===== src/rtl/median_driver.sv =====
// median_driver: groups a pixel stream into NPIX-pixel windows, bursts each to MEDIAN and returns the median downstream
// Ports:
//   CLK, nRST                      clock, synchronous active-low reset
//   IN_DATA, IN_VALID, IN_READY    upstream pixel stream
//   MED_DI, MED_DSI                registered window burst to MEDIAN
//   MED_DO, MED_DSO                median result pulse from MEDIAN
//   OUT_DATA, OUT_VALID, OUT_READY registered result to the downstream consumer
//   ERR                            sticky timeout / stray-DSO flag
module median_driver #(
  parameter int WIDTH   = 8,
  parameter int NPIX    = 9,
  parameter int TIMEOUT = 64
) (
  input  logic             CLK,
  input  logic             nRST,
  input  logic [WIDTH-1:0] IN_DATA,
  input  logic             IN_VALID,
  output logic             IN_READY,
  output logic [WIDTH-1:0] MED_DI,
  output logic             MED_DSI,
  input  logic [WIDTH-1:0] MED_DO,
  input  logic             MED_DSO,
  output logic [WIDTH-1:0] OUT_DATA,
  output logic             OUT_VALID,
  input  logic             OUT_READY,
  output logic             ERR
);
  localparam int FW = $clog2(NPIX + 1);
  localparam int SW = $clog2(NPIX);
  localparam int TW = $clog2(TIMEOUT + 1);
  localparam logic [FW-1:0] FULL  = FW'(NPIX);
  localparam logic [SW-1:0] LAST  = SW'(NPIX - 1);
  localparam logic [TW-1:0] TLAST = TW'(TIMEOUT - 1);
  typedef enum logic [1:0] {IDLE, SEND, WAIT} state_t;
  state_t           state, state_n;
  logic [WIDTH-1:0] pix [NPIX];
  logic [FW-1:0]    fill_cnt;
  logic [SW-1:0]    send_idx;
  logic [TW-1:0]    wait_cnt;
  logic             take, start, last, done, tout;
  assign IN_READY = nRST && state != SEND && fill_cnt != FULL;
  assign take     = IN_VALID && IN_READY;
  // a burst only starts when the result register is free (or freeing this edge)
  assign start    = state == IDLE && fill_cnt == FULL && (!OUT_VALID || OUT_READY);
  assign last     = state == SEND && send_idx == LAST;
  assign done     = state == WAIT && MED_DSO;
  // DSO in the final wait cycle still wins over the timeout
  assign tout     = state == WAIT && !MED_DSO && wait_cnt == TLAST;
  always_comb begin
    state_n = state;
    state_n = start ? SEND : last ? WAIT : (done || tout) ? IDLE : state;
  end
  always_ff @(posedge CLK) begin
    if (take) pix[fill_cnt] <= IN_DATA;
  end
  always_ff @(posedge CLK) begin
    if (!nRST) begin
      state     <= IDLE;
      fill_cnt  <= '0;
      send_idx  <= '0;
      wait_cnt  <= '0;
      MED_DSI   <= 1'b0;
      MED_DI    <= '0;
      OUT_DATA  <= '0;
      OUT_VALID <= 1'b0;
      ERR       <= 1'b0;
    end else begin
      state     <= state_n;
      fill_cnt  <= last ? '0 : fill_cnt + FW'(take);
      send_idx  <= (state == SEND && !last) ? send_idx + 1'b1 : '0;
      wait_cnt  <= (state == WAIT && state_n == WAIT) ? wait_cnt + 1'b1 : '0;
      // DI/DSI are registered one pixel ahead so the burst is gap-free
      MED_DSI   <= start || (state == SEND && !last);
      MED_DI    <= start ? pix[0] : (state == SEND && !last) ? pix[send_idx + 1'b1] : MED_DI;
      OUT_DATA  <= done ? MED_DO : OUT_DATA;
      OUT_VALID <= done || (OUT_VALID && !OUT_READY);
      ERR       <= ERR || tout || (MED_DSO && state != WAIT);
    end
  end
endmodule


===== config.mk =====
export PLATFORM = sky130hd
export DESIGN_NAME = median_driver
export DESIGN_NICKNAME = d
export VERILOG_FILES = /design/src/rtl/median_driver.sv
export SDC_FILE = /design/constraint.sdc
export NUM_CORES = 1
export LEC_CHECK = 0
export BUFFER_PORTS_ARGS = -buffer_cell sky130_fd_sc_hd__buf_4
export CORE_UTILIZATION = 30
export DETAILED_ROUTE_END_ITERATION = 6
export GPL_ROUTABILITY_DRIVEN = 1
export SLEW_MARGIN = 20
export SYNTH_ARGS = -nofsm -noshare
export SYNTH_HDL_FRONTEND = slang
export SYNTH_SLANG_ARGS = --single-unit

===== constraint.sdc =====
create_clock -name CLK -period 2.8 [get_ports CLK]
set_input_delay 0.56 -clock CLK [delete_from_list [all_inputs] [get_ports CLK]]
set_output_delay 0.56 -clock CLK [all_outputs]
set_load 0.03 [all_outputs]

# Word-level counts from Yosys, hierarchy flattened
# Memories as Yosys holds them, arrays and structs flattened.
# Cells that the tools add are included.
# totals
in_bits,21
ff_bits,36
mem_bits_rw,72
wordCells,58
mem_count,1
# mem_list
name,depth,word_bits,read_ports,rd_ports_with_merged_regs,write_ports,line,rtl
pix,9,8,2,0,1,36,logic [WIDTH-1:0] pix [NPIX];
# op_classes
eq_ne,9
mux,7
reduce_logical,28
n_bitwise,1
add_sub_neg,3
# ops
cell,n
$mux W8,2
$logic_and A1 B1 Y1,13
$eq A4 B4 Y1 const B,2
$add A7 B1 Y7 const B,1
$eq A7 B6 Y1 const B,1
$logic_or A1 B1 Y1,6
$mux W2,3
$add A4 B1 Y4,1
$add A4 B1 Y4 const B,1
$eq A2 B2 Y1 const B,2
$logic_not A1 Y1,4
$ne A4 B4 Y1 const B,1
$reduce_and A2 Y1,2
$eq A2 B1 Y1 const B,1
$logic_not A2 Y1,1
$mux W1,2
$ne A2 B1 Y1 const B,1
$ne A2 B2 Y1 const B,1
$reduce_bool A2 Y1,1
$reduce_or A2 Y1,1
$not A1 Y1,1

# Logic depth before layout (Yosys ltp)
# logic_depth
word_depth,10
depth_mapped,9
depth_no_buf,7

# Worst setup path after synthesis
# No wires, ideal clock.
# synth_timing
kind,in2reg
startpoint,input port nRST
endpoint,"memory pix[2][0], enable pin"
stages,3
t_arrival_ns,1.813
required_ns,2.405
path_slack_ns,0.592
path_cell_list,clkbuf_1 -> nand4_1 -> nor4_1
# synth_via
elab_chain_cells,5
# synth_lines
element,line,rtl
"start, declared",15,"input logic nRST,"
$logic_and A1 B1 Y1 (2 in a row),41,assign IN_READY = nRST && state != SEND && fill_cnt != FULL;
$logic_and A1 B1 Y1,42,assign take = IN_VALID && IN_READY;
$mux W1,54,if (take) pix[fill_cnt] <= IN_DATA;
$mux W1 (not written as such),54,
"end, declared",36,
# No other way between the ends.

# Final worst setup path
# layout_timing
startpoint,register send_idx[0]
endpoint,register MED_DI[6]
# layout_via
elab_chain_cells,5
elab_cells_between_ends,9
cone_classes,add/sub: 1; eq/ne: 1; mux: 2; reduce/logical: 4; memory: 1
# layout_lines
element,line,rtl
"start, declared",38,logic [SW-1:0] send_idx;
"start signal, assigned",70,send_idx <= (state == SEND && !last) ? send_idx + 1'b1 : '0;
"parallel branches: the longest is 5 deep, another holds $mem_v2 Z9 W8",-,
"end signal, assigned",74,MED_DI <= start ? pix[0] : (state == SEND && !last) ? pix[send_idx + 1'b1] : MED_DI;
"end, declared",19,"output logic [WIDTH-1:0] MED_DI,"
# Several ways; the timed one is not identified. The select of a mux whose other input is x is not followed.
# A chain may end at the register's enable or synchronous reset.

==> run metrics <==
Reg clk slew, reported paths 0.07 ns; fin crit period 2.16 ns; Clk pwr share 39.6%; Fin. Hold Viols 0; number of flops mapped to enable cells by yosys 72; initial antenna violation count 0; DRC 0; CP cell instances buf_4, a21boi_0, a21oi_1, a2bb2oi_1, o221a_2, nor2_1; Critical Path End Type register; Synth cell types 40; CTS H-tree depth 3; Final TNS setup 0 ns; routed vias/inst 4.87; Mapped Cells 305; Multi-input gate area 1350 um2; core area 14100 um2; CTS tree yes; sequential cell area 2880 um2; Max-slew headroom 41.8%; first-pass GRT wire length 14000 um; clk sinks 108; CTS Buffer Depth 2; number of max-cap violations 0; Final nets 379; CTS root buf clkbuf_16; Post-Syn Nets 331; GPL Wtd Cong 0.726; DRT antenna net count 0; Vias 2619; number of synthesis warnings 0; Fmax 463 MHz; 1st-pass router iterations 4; area growth from synthesis to layout 18.3%; GRT Overall Usage 12.4%; clk_lat worst skew 0.34 ns; Worst EP arrival 2.40 ns; startpoint types register; DP Cell Count 522; sequential fraction of the synthesis area 65.7%; number of global-route vias before repair 2705; CP Class register to register; Max VDD drop 308 uV; Filler Cell Count 1373; post-detailed-route wirelength per cell 15.9 um; crit path max-delay cell type a2bb2oi_1; final cycle utilization of the critical path 77.2%; Main synth FF type edfxtp_1; WL final 8540 um; max-slew violations 0; crit path buf inv count 1; die height 123 um; # setup viols final 0; Worst Tran Pin Value 0.866 ns; # diodes 0; worst min-delay path category register to register; clk_skew 0.0112 ns; delay-heaviest family, CP compound AO/OA/AOI/OAI gates; Cell Area, Placed 4910 um2; Leakage 0.00176 uW; RSZ-0062 raised after global routing false; logic gate share of total power 2.7%; die area 15100 um2; internal power 2360 uW; Final Instance Area 5190 um2; crit path max fanout 19; Post-Syn Area 4390 um2; Site Rows 43; total CTS buffers 9; Required @ worst endpoint 3.04 ns; switching share of power 20.7%; CP max stage delay 0.59 ns; I/O Buffers 40; Seq cells post-synth 108; largest net degree at the start of global routing 31; Avg Inst Size Synth 14.4 um2; status finished clean; CTS Hold Buffers Added 0; Post-synth ARST share 0%; drt initial violations 188; Initial Util 31.1%; Psw 615 uW; Layout Cells excl Fill 538; # IOs 41; layout cells sized above 1 25.7%; Detailed Place HPWL 5980 um; post-CTS sizing 0; Seq pwr share 57.7%; GRT Residual Overflow 0; die width 123 um; P per Cell Area 573 nW/um2; setup bufs post-CTS 0
cell usage in the layout (no fill, tap or decap), types with 2 or more instances in the layout:
cell type  netlist  final
clkbuf_16        0      9
edfxtp_1        72     72
dfxtp_1         36     36
nand2_1         14     14
inv_1           21     21
xnor2_1          5      5
nor2b_1          6      6
ha_1             5      5
xor2_1           3      3
nor3_1           4      4
clkinv_4         0      2
nor3b_1          2      2
mux4_2          16     16
nor2_1          27     27
o21a_1           2      2
a21boi_0        10     10
o21ai_0          3      3
and2_1           3      3
o221ai_1         8      8
a21oi_1          4      4
a221oi_1         8      8
clkbuf_1         5      2
nand3_1         15     15
and3_1           3      3
a2bb2oi_1        2      2
or3_1            2      2
nand2b_1         2      2
o221a_2          8      8
buf_4            2     50
nand3b_1         2      2
sequential cells by signal (all words and copies together), names as in the netlist:
signal / count
pix: 72
MED_DI: 8
OUT_DATA: 8
wait_cnt: 7
fill_cnt: 4
send_idx: 4
state: 2
ERR: 1
MED_DSI: 1
OUT_VALID: 1
cell usage after synthesis, types with 2 or more instances:
library cell / number / area, um2
edfxtp_1: 72 / 2160
dfxtp_1: 36 / 721
nor2_1: 27 / 101
inv_1: 21 / 78.8
mux4_2: 16 / 360
nand3_1: 15 / 75.1
nand2_1: 14 / 52.6
a21boi_0: 10 / 75.1
a221oi_1: 8 / 70.1
o221a_2: 8 / 90.1
o221ai_1: 8 / 70.1
nor2b_1: 6 / 37.5
clkbuf_1: 5 / 18.8
ha_1: 5 / 62.6
xnor2_1: 5 / 43.8
a21oi_1: 4 / 20.0
nor3_1: 4 / 20.0
and2_1: 3 / 18.8
and3_1: 3 / 18.8
buf_2: 3 / 15.0
o21ai_0: 3 / 15.0
xor2_1: 3 / 26.3
a2bb2oi_1: 2 / 17.5
buf_4: 2 / 15.0
buf_6: 2 / 22.5
nand2b_1: 2 / 12.5
nand3b_1: 2 / 15.0
nor3b_1: 2 / 15.0
o21a_1: 2 / 15.0
or3_1: 2 / 12.5
per-stage QoR:
| step | total power (uW) | setup slack [ns] | hold slack [ns] | utilization [%] |
|---|---|---|---|---|
| 3_3_place_gp | 1830 | 0.619 | 0.431 | 34.9 |
| 2_1_floorplan | 1780 | 0.592 | 0.418 | - |
| 3_5_place_dp | 1830 | 0.581 | 0.446 | 34.9 |
| 5_1_grt | 3080 | 0.416 | 0.459 | 36.8 |
| 4_1_cts | 3030 | 0.574 | 0.447 | 36.8 |
| 6_report | 2980 | 0.638 | 0.450 | 36.8 |
kinds of logic after synthesis:
group | count (synthesis) | synth area share (%)
adder cells (fa/ha/maj) | 5 | 1.42
multiplexers | 17 | 8.46
AND/OR/NAND/NOR | 87 | 10.6
XOR/XNOR | 8 | 1.60
buffers and inverters | 34 | 3.53
AO/OA/AOI/OAI | 46 | 8.69
flip-flops | 108 | 65.7
layer usage:
metal  global-route usage [%]  wire length (um)  part of all wire [%]  vias up
li1                         -                 -                     -     1252
met1                     15.9              3850                    45     1307
met2                     20.0              4200                    49       53
met3                     3.18               379                   4.4        7
met4                     5.05               106                   1.2        0
met5                        0                 0                     0        -
power groups by stage:
stage	Clock, uW	Combinational [uW]	Sequential [uW]
after global placement	0	78.5	1750
after detailed placement	0	80.4	1750
after global routing	1270	87.4	1720
after CTS	1230	80.7	1720
after floorplan	0	28.9	1750
final	1180	79.0	1720
final timing paths:
path	slack, ns	start	depth (start not counted)	endpoint
max reg2reg	0.64	send_idx[0]	6	MED_DI[6]
min	0.45	wait_cnt[0]	1	wait_cnt[0]
max	0.64	send_idx[0]	6	MED_DI[6]
min reg2reg	0.45	wait_cnt[0]	1	wait_cnt[0]
cell type report:
| class | count | share of cell area [%] |
|---|---|---|
| flip-flops and latches | 108 | 55.5 |
| multi-input cells | 163 | 26.0 |
| repair buffers | 50 | 7.23 |
| clock buffers | 11 | 4.48 |
| well taps | 180 | 4.34 |
| inverters | 21 | 1.52 |
| clock inverters | 5 | 0.867 |
(Power assumes the default switching activity.)
